`config.mk`:
```
export PLATFORM = sky130hd
export DESIGN_NAME = mem_stage
export DESIGN_NICKNAME = d
export VERILOG_FILES = /design/src/rtl/mem_stage.sv
export SDC_FILE = /design/constraint.sdc
export NUM_CORES = 1
export LEC_CHECK = 0
export BUFFER_PORTS_ARGS = -buffer_cell sky130_fd_sc_hd__buf_4
export CORE_MARGIN = 3
export CORE_UTILIZATION = 40
export DETAILED_ROUTE_END_ITERATION = 8
export PLACE_DENSITY = 0.7
export SETUP_SLACK_MARGIN = 0.5
export SYNTH_ARGS = -nofsm -noshare
export SYNTH_HDL_FRONTEND = slang
export SYNTH_SLANG_ARGS = --single-unit
export TNS_END_PERCENT = 5
```
`constraint.sdc`:
```
create_clock -name clk -period 5.7 [get_ports clk]
set_clock_uncertainty 0.1 [all_clocks]
set_input_delay 1.14 -clock clk [delete_from_list [all_inputs] [get_ports clk]]
set_output_delay 1.14 -clock clk [all_outputs]
set_load 0.03 [all_outputs]
```
`src/rtl/mem_stage.sv`:
```
// rtl/mem_stage.sv - RISC-V memory stage: ALU pass-through, byte-serial load/store FSM over an 8-bit RAM port.
// Optional alignment trap enabled by defining MEM_ALIGN_CHECK_EN.
module mem_stage #(
  parameter int RAM_ADDR_W = 17
) (
  input  logic                  clk,
  input  logic                  rst,
  input  logic [4:0]            ex_waddr,
  input  logic                  ex_we,
  input  logic [31:0]           ex_wdata,
  input  logic                  ex_ld,
  input  logic                  ex_st,
  input  logic [2:0]            ex_funct3,
  input  logic [31:0]           ex_maddr,
  input  logic [31:0]           ex_sdata,
  output logic [4:0]            mem_waddr,
  output logic                  mem_we,
  output logic [31:0]           mem_wdata,
  output logic                  stallreq,
  output logic                  ram_req,
  output logic                  ram_rw,
  output logic [RAM_ADDR_W-1:0] ram_addr,
  output logic [7:0]            ram_wdata,
  input  logic [7:0]            ram_rdata,
  input  logic                  ram_ack,
  output logic                  excp_misalign
);

  typedef enum logic [1:0] {IDLE, ACCESS, DONE} state_t;

  state_t                state_q, state_d;
  logic [1:0]            idx_q, idx_d;
  logic [31:0]           buf_q, buf_d;
  logic                  ram_req_q, ram_req_d;
  logic                  ram_rw_q, ram_rw_d;
  logic [RAM_ADDR_W-1:0] ram_addr_q, ram_addr_d;
  logic [7:0]            ram_wdata_q, ram_wdata_d;

  logic                  is_mem;
  logic                  is_store;
  logic                  misalign;
  logic [1:0]            last_idx;
  logic [1:0]            idx_nxt;
  logic [31:0]           ld_ext;
  logic                  unused_maddr_hi;

  assign is_mem          = ex_ld | ex_st;
  assign is_store        = ex_st;
  assign idx_nxt         = idx_q + 2'd1;
  assign last_idx        = ex_funct3[1] ? 2'd3 : {1'b0, ex_funct3[0]};
  assign unused_maddr_hi = ^ex_maddr[31:RAM_ADDR_W];

`ifdef MEM_ALIGN_CHECK_EN
  assign misalign = is_mem & ((ex_funct3[1:0] == 2'b01 & ex_maddr[0]) |
                              (ex_funct3[1] & (ex_maddr[1:0] != 2'b00)));
`else
  assign misalign = 1'b0;
`endif

  always_comb begin
    ld_ext = buf_q;
    case (ex_funct3)
      3'b000:  ld_ext = {{24{buf_q[7]}}, buf_q[7:0]};
      3'b100:  ld_ext = {24'd0, buf_q[7:0]};
      3'b001:  ld_ext = {{16{buf_q[15]}}, buf_q[15:0]};
      3'b101:  ld_ext = {16'd0, buf_q[15:0]};
      default: ld_ext = buf_q;
    endcase
  end

  always_comb begin
    state_d       = state_q;
    idx_d         = idx_q;
    buf_d         = buf_q;
    ram_req_d     = ram_req_q;
    ram_rw_d      = ram_rw_q;
    ram_addr_d    = ram_addr_q;
    ram_wdata_d   = ram_wdata_q;
    mem_waddr     = 5'd0;
    mem_we        = 1'b0;
    mem_wdata     = 32'd0;
    stallreq      = 1'b0;
    excp_misalign = 1'b0;
    if (!rst) begin
      case (state_q)
        IDLE: begin
          mem_waddr = ex_waddr;
          if (misalign) begin
            excp_misalign = 1'b1;
          end else if (is_mem) begin
            stallreq    = 1'b1;
            state_d     = ACCESS;
            idx_d       = 2'd0;
            ram_req_d   = 1'b1;
            ram_rw_d    = is_store;
            ram_addr_d  = ex_maddr[RAM_ADDR_W-1:0];
            ram_wdata_d = ex_sdata[7:0];
          end else begin
            mem_we    = ex_we;
            mem_wdata = ex_wdata;
          end
        end
        ACCESS: begin
          stallreq  = 1'b1;
          mem_waddr = ex_waddr;
          // ex_* stay frozen while stalled, so the next byte is derived from them directly
          if (ram_ack) begin
            buf_d[{idx_q, 3'b000} +: 8] = ram_rdata;
            if (idx_q != last_idx) begin
              idx_d       = idx_nxt;
              ram_addr_d  = ex_maddr[RAM_ADDR_W-1:0] + {{(RAM_ADDR_W-2){1'b0}}, idx_nxt};
              ram_wdata_d = ex_sdata[{idx_nxt, 3'b000} +: 8];
            end else begin
              idx_d     = 2'd0;
              ram_req_d = 1'b0;
              state_d   = DONE;
            end
          end
        end
        DONE: begin
          mem_waddr = ex_waddr;
          if (!is_store) begin
            mem_we    = ex_we;
            mem_wdata = ld_ext;
          end
          state_d = IDLE;
        end
        default: state_d = IDLE;
      endcase
    end
  end

  always_ff @(posedge clk) begin
    if (rst) begin
      state_q     <= IDLE;
      idx_q       <= 2'd0;
      buf_q       <= 32'd0;
      ram_req_q   <= 1'b0;
      ram_rw_q    <= 1'b0;
      ram_addr_q  <= '0;
      ram_wdata_q <= 8'd0;
    end else begin
      state_q     <= state_d;
      idx_q       <= idx_d;
      buf_q       <= buf_d;
      ram_req_q   <= ram_req_d;
      ram_rw_q    <= ram_rw_d;
      ram_addr_q  <= ram_addr_d;
      ram_wdata_q <= ram_wdata_d;
    end
  end

  // RAM port is forced quiet for the whole reset window, not just after the edge
  assign ram_req   = ram_req_q & ~rst;
  assign ram_rw    = ram_rw_q & ~rst;
  assign ram_addr  = rst ? '0 : ram_addr_q;
  assign ram_wdata = rst ? 8'd0 : ram_wdata_q;

endmodule

```
==> report_table.html, run 1 <==
<table>
<tr><th>Metric</th><th>Value</th></tr>
<tr><th colspan="2">Synth</th></tr>
<tr><td>Share of the synthesized area in the top cell type</td><td>30.6%</td></tr>
<tr><td>Leading cell types by count after synthesis</td><td>a21oi_1, dfxtp_1, nand2_1</td></tr>
<tr><td>Sequential element share of the synthesized area</td><td>30.6%</td></tr>
<tr><td>Post-synth top area cell</td><td>dfxtp_1</td></tr>
<tr><td>Yosys warning count</td><td>0</td></tr>
<tr><td>Most numerous cell in the Yosys netlist</td><td>a21oi_1</td></tr>
<tr><td>Cell types occupying the most area after synthesis</td><td>dfxtp_1, a21oi_1, nand2_1</td></tr>
<tr><td>Syn avg cell area</td><td>~7.4 um2</td></tr>
<tr><td>Post-synthesis async set-or-reset flop share</td><td>0%</td></tr>
<tr><td>Unique masters post-synth</td><td>59</td></tr>
<tr><td>Number of storage elements in the synthesis netlist</td><td>63</td></tr>
<tr><td>Number of flops mapped to enable cells by yosys</td><td>0</td></tr>
<tr><td>Synthesized Nets</td><td>680</td></tr>
<tr><td>Most used flip-flop cell after synthesis</td><td>dfxtp_1</td></tr>
<tr><td>Summed instance area of the synthesized netlist</td><td>4120 um2</td></tr>
<tr><td>Number of standard cells after synthesis</td><td>554</td></tr>
<tr><th colspan="2">Global routing</th></tr>
<tr><td>First-pass GRT wire length</td><td>roughly 20000 um</td></tr>
<tr><td>Pin count of the biggest net entering global routing</td><td>60</td></tr>
<tr><td>Grt total ovfl</td><td>0</td></tr>
<tr><td>Global-route usage over all layers</td><td>a little over a fifth</td></tr>
<tr><td>Antenna violations before repair</td><td>0</td></tr>
<tr><td>Vias in the first global route</td><td>4244</td></tr>
<tr><th colspan="2">Worst setup path</th></tr>
<tr><td>Path type of the worst setup path</td><td>input pin to output port</td></tr>
<tr><td>Cell with the most instances on the worst path</td><td>buf_4</td></tr>
<tr><td>Largest fanout of any net on the critical path</td><td>29</td></tr>
<tr><td>Required time worst endpoint</td><td>around 4500 ps</td></tr>
<tr><td>Startpoint of the lowest-slack register-to-register path</td><td>idx_q[0]$_SDFFE_PP0P_</td></tr>
<tr><td>Arr. time, crit path</td><td>3020 ps</td></tr>
<tr><td>Delay contributed by the slowest stage of the critical path</td><td>960 ps</td></tr>
<tr><td>CP startpoint</td><td>ex_funct3[1]</td></tr>
<tr><td>Highest-delay cell along the critical path</td><td>nor4b_1</td></tr>
<tr><td>Kind of start point of the critical path</td><td>input pin</td></tr>
<tr><td>Cell Chain, Critical Path</td><td>buf_4 -&gt; nor4b_1 -&gt; o21ai_0 -&gt; a21oi_1 -&gt; buf_4</td></tr>
<tr><td>Crit path capture type</td><td>output port</td></tr>
<tr><th colspan="2">Final layout</th></tr>
<tr><td>Final-stage net count</td><td>between 800 and 900</td></tr>
<tr><td>Final antenna diode count</td><td>0</td></tr>
<tr><td>Fraction of layout instances using a drive strength above 1</td><td>about 29%</td></tr>
<tr><td>Multi-input logic area</td><td>2640 um2</td></tr>
<tr><td>FF/Latch Area</td><td>1260 um2</td></tr>
<tr><td>Number of fill cells in the layout</td><td>948</td></tr>
<tr><td>Synth-to-Final Area Change</td><td>35.5%</td></tr>
<tr><td>Utilization after layout</td><td>56.4%</td></tr>
<tr><th colspan="2">Route</th></tr>
<tr><td>1st-iter DRT viols</td><td>283</td></tr>
<tr><td>DRC violation count after routing</td><td>0</td></tr>
<tr><td>Pre-antenna DRT Iters</td><td>4</td></tr>
<tr><td>Post-route antenna net violation count</td><td>0</td></tr>
<tr><td>Vias per std cell</td><td>about 5.6</td></tr>
<tr><td>Via count</td><td>4589</td></tr>
<tr><td>DR WL/cell</td><td>15.5 um</td></tr>
<tr><td>Routed Wire Length</td><td>between 10000 and 15000 um</td></tr>
<tr><th colspan="2">STA</th></tr>
<tr><td>Highest clock frequency the design can meet</td><td>between 200 and 250 MHz</td></tr>
<tr><td>Number of pins with negative max-slew slack in the final report</td><td>0</td></tr>
<tr><td>Final Hold Violating Endpoints</td><td>0</td></tr>
<tr><td>Number of setup violations in the final report</td><td>0</td></tr>
<tr><td>Fin crit period</td><td>between 4000 and 5000 ps</td></tr>
<tr><td>Slew HR</td><td>between 10% and 20%</td></tr>
<tr><td>Worst hold slack</td><td>350 ps</td></tr>
<tr><td>Unrepaired setup endpoints after global routing</td><td>false</td></tr>
<tr><td>Final Cycle Share</td><td>74.7%</td></tr>
<tr><td>Slew of the pin with the lowest slew margin</td><td>around 1300 ps</td></tr>
<tr><td>Final total negative setup slack</td><td>0 ps</td></tr>
<tr><td>Minimum setup slack in the final design</td><td>roughly 1400 ps</td></tr>
<tr><th colspan="2">Floorplanning</th></tr>
<tr><td>Die outline height</td><td>108 um</td></tr>
<tr><td>Die boundary width</td><td>around 110 um</td></tr>
<tr><td>I/O pins</td><td>185</td></tr>
<tr><td>Site row count</td><td>36</td></tr>
<tr><td>Effective utilization at floorplan</td><td>41.6%</td></tr>
<tr><td>Area of the core</td><td>9910 um2</td></tr>
<tr><td>Die footprint</td><td>approximately 12000 um2</td></tr>
<tr><th colspan="2">Power and ir drop</th></tr>
<tr><td>Leak</td><td>2.22 nW</td></tr>
<tr><td>Largest vdd supply drop</td><td>0.109 mV</td></tr>
<tr><td>Switching Fraction</td><td>32.4%</td></tr>
<tr><td>PD cells</td><td>214 nW/um2</td></tr>
<tr><td>Reg power frac</td><td>40.7%</td></tr>
<tr><td>Proportion of power drawn by combinational gates</td><td>27.4%</td></tr>
<tr><td>Switching power</td><td>~0.00039 W</td></tr>
<tr><td>PnR Total Power</td><td>0.00119 W</td></tr>
<tr><td>Share of total power in the clock network</td><td>31.9%</td></tr>
<tr><td>Internal power contribution</td><td>0.000807 W</td></tr>
<tr><th colspan="2">Clock tree</th></tr>
<tr><td>Clock buffer count from CTS</td><td>9</td></tr>
<tr><td>Buffer cell driving the clock tree root</td><td>clkbuf_8</td></tr>
<tr><td>Maximum clock path buffer count</td><td>2</td></tr>
<tr><td>Later-pin clock latency in the skew report</td><td>330 ps</td></tr>
<tr><td>Clock-pin slew reported for the worst setup and hold paths after clock tree synthesis</td><td>70 ps</td></tr>
<tr><td>Count of instances resized after the clock tree is built</td><td>0</td></tr>
<tr><td>Hold-fix buffers at CTS</td><td>0</td></tr>
<tr><td>Number of clock sinks</td><td>63</td></tr>
<tr><td>Buffers inserted during post-CTS setup optimization</td><td>0</td></tr>
<tr><td>Clock H-tree levels</td><td>3</td></tr>
<tr><td>CTS tree</td><td>done</td></tr>
<tr><th colspan="2">Placed design</th></tr>
<tr><td>Final RePlAce weighted congestion</td><td>0.806</td></tr>
<tr><td>Final HPWL from detailed placement</td><td>9270 um</td></tr>
<tr><td># port buffers</td><td>about 170</td></tr>
<tr><td>Worst slack after detailed placement</td><td>1450 ps</td></tr>
<tr><th colspan="2">Flow run</th></tr>
<tr><td>Count of max-cap constraint violations</td><td>0</td></tr>
<tr><th colspan="2">Worst hold path</th></tr>
<tr><td>Hold wc startpoint</td><td>buf_q[24]$_SDFFE_PP0P_</td></tr>
<tr><td>Path category of the worst min-delay check</td><td>flip-flop to flip-flop</td></tr>
<tr><th colspan="2">Run status</th></tr>
<tr><td>Status</td><td>complete, no violations</td></tr>
</table>
==> critical path, delay by kind of cell <==
family	cells	cell delay, ps
and+or+nand+nor	1	960
AOI/OAI and AO/OA	2	510
buffers and inverters	2	390
==> cells by family after synthesis <==
logic type | synth area share, %
AOI/OAI and AO/OA | 26.8
xor gates and xnor gates | 2.34
adders and majority gates | 2.61
buffers and inverters | 5.83
DFF | 30.6
muxes | 0.516
other | 0.0909
and+or+nand+nor | 31.2
==> worst paths after layout <==
check,endpoint,slack (ps),cells after the start
worst max register to register,ram_addr_q[16]$_SDFFE_PP0P_,1500,8
worst max-delay path,mem_wdata[10],1440,5
worst min-delay path,buf_q[24]$_SDFFE_PP0P_,350,2
worst min register to register,buf_q[24]$_SDFFE_PP0P_,350,2
==> stage by stage <==
stage,area [um2],instances
after CTS,5590,826
after global placement,5400,810
after global routing,5590,826
final,5590,826
after detailed placement,5400,810
after floorplan,4120,554
==> state kept, by name, summed over array words and instances (netlist names) <==
signal and count:
ram_addr_q 17, state_q 2, ram_req_q 1, buf_q 32
idx_q 2, ram_rw_q 1, ram_wdata_q 8
==> per-layer routing <==
metal  up-vias  part of all wire, %  track usage (%)
met2       186                   47             34.6
met4         0                 0.96             5.41
met1      2122                   44             28.9
li1       2267                    -                -
met3        14                  8.7             4.20
met5         -                    0                0
==> power by group through the flow <==
stage / combinational, W / sequential (W) / clock, W
after detailed placement: 0.000325 / 0.000495 / 0
after floorplan: 0.000205 / 0.000486 / 0
final: 0.000327 / 0.000486 / 0.000381
after global placement: 0.000319 / 0.000494 / 0
after global routing: 0.000357 / 0.000489 / 0.000406
after CTS: 0.000327 / 0.000485 / 0.000385
==> cell usage in the layout, fill, tap and decap left out, drive strengths merged, types with 2 or more instances in the layout <==
cell and n:
a21oi 70, or3 2, o21ai 25, o31ai 4
and3 7, nor2 29, a211o 7, o21a 8
clkinv 4, dfxtp 63, a31oi 2, nor3 9
or2 2, a311oi 5, nand2b 24, a311o 7
nand3 42, nor3b 2, xor2 5, ha 7
nand3b 7, nand2 62, buf 173, nor4 5
and2 5, nor2b 30, clkbuf 10, a32oi 16
or3b 2, nand4 6, a22oi 9, or4 3
a211oi 12, xnor2 6, inv 8
==> layout make-up <==
type | count | share of cell area, %
clock inverters | 6 | 1.10
multi-input cells | 433 | 47.3
flip-flops and latches | 63 | 22.6
repair buffers | 173 | 23.2
inverters | 8 | 0.538
clock buffers | 10 | 2.28
well taps | 133 | 2.98
(Power assumes the default switching activity.)
==> inputs of run 2 (changes only) <==
--- a/config.mk
+++ b/config.mk
@@ -9,7 +9,7 @@
 export CORE_MARGIN = 3
 export CORE_UTILIZATION = 40
 export DETAILED_ROUTE_END_ITERATION = 8
-export PLACE_DENSITY = 0.7
+export PLACE_DENSITY = 0.72
 export SETUP_SLACK_MARGIN = 0.5
 export SYNTH_ARGS = -nofsm -noshare
 export SYNTH_HDL_FRONTEND = slang
==> constraint.sdc (replaced) <==
create_clock -name clk -period 3.45 [get_ports clk]
set_clock_uncertainty 0.1 [all_clocks]
set_input_delay 0.69 -clock clk [delete_from_list [all_inputs] [get_ports clk]]
set_output_delay 0.69 -clock clk [all_outputs]
set_load 0.03 [all_outputs]
==> report_table.html, run 2 (same netlist as run 1, synthesis figures left out) <==
<table>
<tr><th>Metric</th><th>Value</th></tr>
<tr><th colspan="2">Floorplanning</th></tr>
<tr><td>Site row count</td><td>36 (unchanged)</td></tr>
<tr><td>Effective utilization at floorplan</td><td>41.6% (unchanged)</td></tr>
<tr><td>Die boundary width</td><td>108 um (unchanged)</td></tr>
<tr><td>Area of the core</td><td>9910 um2 (unchanged)</td></tr>
<tr><td>Die footprint</td><td>11600 um2 (unchanged)</td></tr>
<tr><td>I/O pins</td><td>185 (unchanged)</td></tr>
<tr><td>Die outline height</td><td>108 um (unchanged)</td></tr>
<tr><th colspan="2">Final layout</th></tr>
<tr><td>Non-filler cells in the finished layout</td><td>831 (was 826)</td></tr>
<tr><td>Most flops, register</td><td>buf_q (unchanged)</td></tr>
<tr><td>Synth-to-Final Area Change</td><td>37.0% (was 35.5%)</td></tr>
<tr><td>Fraction of layout instances using a drive strength above 1</td><td>30.1% (was 28.7%)</td></tr>
<tr><td>Final-stage net count</td><td>819 (was 814)</td></tr>
<tr><td>Final antenna diode count</td><td>0 (unchanged)</td></tr>
<tr><td>Most common cell after layout, fill and taps aside</td><td>buf_4 (unchanged)</td></tr>
<tr><td>Number of flip-flops in the largest register</td><td>32 (unchanged)</td></tr>
<tr><td>Biggest registers after layout</td><td>buf_q x32, ram_addr_q x17, ram_wdata_q x8 (unchanged)</td></tr>
<tr><td>Number of fill cells in the layout</td><td>979 (was 948)</td></tr>
<tr><td>Most frequent cells in the layout</td><td>buf_4, a21oi_1, nand2_1, dfxtp_1, nand3_1 (was buf_4, a21oi_1, dfxtp_1, nand2_1, nand3_1)</td></tr>
<tr><th colspan="2">Global routing</th></tr>
<tr><td>Antenna violations before repair</td><td>0 (unchanged)</td></tr>
<tr><td>Vias in the first global route</td><td>4185 (was 4244)</td></tr>
<tr><td>Global-route usage over all layers</td><td>21.9% (was 21.3%)</td></tr>
<tr><td>Grt total ovfl</td><td>0 (unchanged)</td></tr>
<tr><td>Pin count of the biggest net entering global routing</td><td>51 (was 60)</td></tr>
<tr><td>First-pass GRT wire length</td><td>20700 um (was 20300 um)</td></tr>
<tr><th colspan="2">Route</th></tr>
<tr><td>DRC violation count after routing</td><td>0 (unchanged)</td></tr>
<tr><td>Routed Wire Length</td><td>13000 um (was 12800 um)</td></tr>
<tr><td>Pre-antenna DRT Iters</td><td>5 (was 4)</td></tr>
<tr><td>DR WL/cell</td><td>15.6 um (was 15.5 um)</td></tr>
<tr><td>Via count</td><td>4528 (was 4589)</td></tr>
<tr><td>Vias per std cell</td><td>5.45 (was 5.56)</td></tr>
<tr><td>1st-iter DRT viols</td><td>367 (was 283)</td></tr>
<tr><td>Post-route antenna net violation count</td><td>0 (unchanged)</td></tr>
<tr><th colspan="2">Run status</th></tr>
<tr><td>Status</td><td>complete, no violations (unchanged)</td></tr>
<tr><th colspan="2">Clock tree</th></tr>
<tr><td>Maximum clock path buffer count</td><td>2 (unchanged)</td></tr>
<tr><td>Clock H-tree levels</td><td>3 (unchanged)</td></tr>
<tr><td>Buffers inserted during post-CTS setup optimization</td><td>0 (unchanged)</td></tr>
<tr><td>Number of clock sinks</td><td>63 (unchanged)</td></tr>
<tr><td>Later-pin clock latency in the skew report</td><td>340 ps (was 330 ps)</td></tr>
<tr><td>Buffer cell driving the clock tree root</td><td>clkbuf_8 (unchanged)</td></tr>
<tr><td>Clock buffer count from CTS</td><td>9 (unchanged)</td></tr>
<tr><td>Clock-pin slew reported for the worst setup and hold paths after clock tree synthesis</td><td>80 ps (was 70 ps)</td></tr>
<tr><td>CTS tree</td><td>done (unchanged)</td></tr>
<tr><th colspan="2">Worst setup path</th></tr>
<tr><td>Crit path capture type</td><td>flip-flop (was output port)</td></tr>
<tr><td>Largest fanout of any net on the critical path</td><td>8 (was 29)</td></tr>
<tr><td>Kind of start point of the critical path</td><td>flip-flop (was input pin)</td></tr>
<tr><td>Required time worst endpoint</td><td>3600 ps (was 4460 ps)</td></tr>
<tr><td>Path type of the worst setup path</td><td>flip-flop to flip-flop (was input pin to output port)</td></tr>
<tr><td>Arr. time, crit path</td><td>2990 ps (was 3020 ps)</td></tr>
<tr><th colspan="2">STA</th></tr>
<tr><td>Worst hold slack</td><td>346 ps (was 350 ps)</td></tr>
<tr><td>Number of setup violations in the final report</td><td>0 (unchanged)</td></tr>
<tr><td>Final Cycle Share</td><td>82.6%</td></tr>
<tr><td>Final Hold Violating Endpoints</td><td>0 (unchanged)</td></tr>
<tr><td>Highest clock frequency the design can meet</td><td>~350 MHz</td></tr>
<tr><td>Slew HR</td><td>14.9% (was 13.2%)</td></tr>
<tr><td>Slew of the pin with the lowest slew margin</td><td>1270 ps (was 1300 ps)</td></tr>
<tr><td>Unrepaired setup endpoints after global routing</td><td>true (was false)</td></tr>
<tr><td>Number of pins with negative max-slew slack in the final report</td><td>0 (unchanged)</td></tr>
<tr><td>Final total negative setup slack</td><td>0 ps (unchanged)</td></tr>
<tr><td>Fin crit period</td><td>2850 ps</td></tr>
<tr><th colspan="2">Power and ir drop</th></tr>
<tr><td>Largest vdd supply drop</td><td>0.229 mV (was 0.109 mV)</td></tr>
<tr><td>Leak</td><td>2.26 nW (was 2.22 nW)</td></tr>
<tr><td>PD cells</td><td>352 nW/um2 (was 214 nW/um2)</td></tr>
<tr><th colspan="2">Placed design</th></tr>
<tr><td>Final HPWL from detailed placement</td><td>9440 um (was 9270 um)</td></tr>
<tr><td>Post-placement cell count</td><td>815 (was 810)</td></tr>
<tr><td>Final RePlAce weighted congestion</td><td>0.866 (was 0.806)</td></tr>
<tr><td># port buffers</td><td>168 (unchanged)</td></tr>
<tr><th colspan="2">Worst hold path</th></tr>
<tr><td>Path category of the worst min-delay check</td><td>flip-flop to flip-flop (unchanged)</td></tr>
<tr><th colspan="2">Flow run</th></tr>
<tr><td>Count of max-cap constraint violations</td><td>0 (unchanged)</td></tr>
</table>
run 2: cell types whose count changed in the layout (fill, tap and decap cells not counted), sizes merged:
cell      delta
clkbuf       +2
clkinv       -1
clkinvlp     -1
buf          +5
run 2: where the power goes:
group | switching [W] | total [W] | internal [W]
clock | 0.000283 | 0.000633 | 0.000350
sequential | 0.0000270 | 0.000799 | 0.000772
combinational | 0.000319 | 0.000556 | 0.000238
run 2: repair_timing:
| item | in CTS | in global routing |
|---|---|---|
| endpoints found under the setup margin | 17 | 10 |
| hold buffers | 0 | 0 |
| gates resized for setup | 1 | 4 |
run 2: worst paths after layout:
check / endpoint / startpoint / slack, ps / cells after the start
max reg2reg: ram_addr_q[16]$_SDFFE_PP0P_ / idx_q[1]$_SDFFE_PP0P_ / 600 / 8
max: ram_addr_q[16]$_SDFFE_PP0P_ / idx_q[1]$_SDFFE_PP0P_ / 600 / 8
min: buf_q[21]$_SDFFE_PP0P_ / buf_q[21]$_SDFFE_PP0P_ / 350 / 2
min reg2reg: buf_q[21]$_SDFFE_PP0P_ / buf_q[21]$_SDFFE_PP0P_ / 350 / 2
run 2: critical path: stages (launching register included):
cell	delay, ps
dfxtp_2	400
inv_1	90
ha_1	310
inv_2	70
fa_1	390
or3b_4	450
nor4_4	310
or3b_1	380
a311oi_2	250
run 2: per-layer routing:
| layer | vias to the layer above | track usage [%] | wire length, um |
|---|---|---|---|
| li1 | 2275 | - | - |
| met1 | 2062 | 28.9 | 5660 |
| met2 | 181 | 36.1 | 6090 |
| met3 | 10 | 5.34 | 1080 |
| met4 | 0 | 5.23 | 114 |
| met5 | - | 0 | 0 |
run 2: stage by stage:
step / worst slack, ps / instance area (um2) / total power, W / util [%]
global placement: 386 / 5440 / 0.00135 / 54.9
finish: 602 / 5650 / 0.00199 / 57.0
CTS: 406 / 5640 / 0.00200 / 56.9
detailed placement: 325 / 5440 / 0.00137 / 54.9
global route: 500 / 5650 / 0.00209 / 57.0
floorplan: 432 / 4140 / 0.00114 / -
run 2: layout make-up:
| type | instances | area (um2) | share of cell area, % |
|---|---|---|---|
| timing repair buffer | 178 | 1340 | 23.6 |
| sequential | 63 | 1260 | 22.4 |
| multi-input combinational | 433 | 2660 | 47.1 |
| clock buffer | 12 | 145 | 2.57 |
| inverter | 8 | 30.0 | 0.531 |
| clock inverter | 4 | 45.0 | 0.797 |
| tap | 133 | 166 | 2.95 |
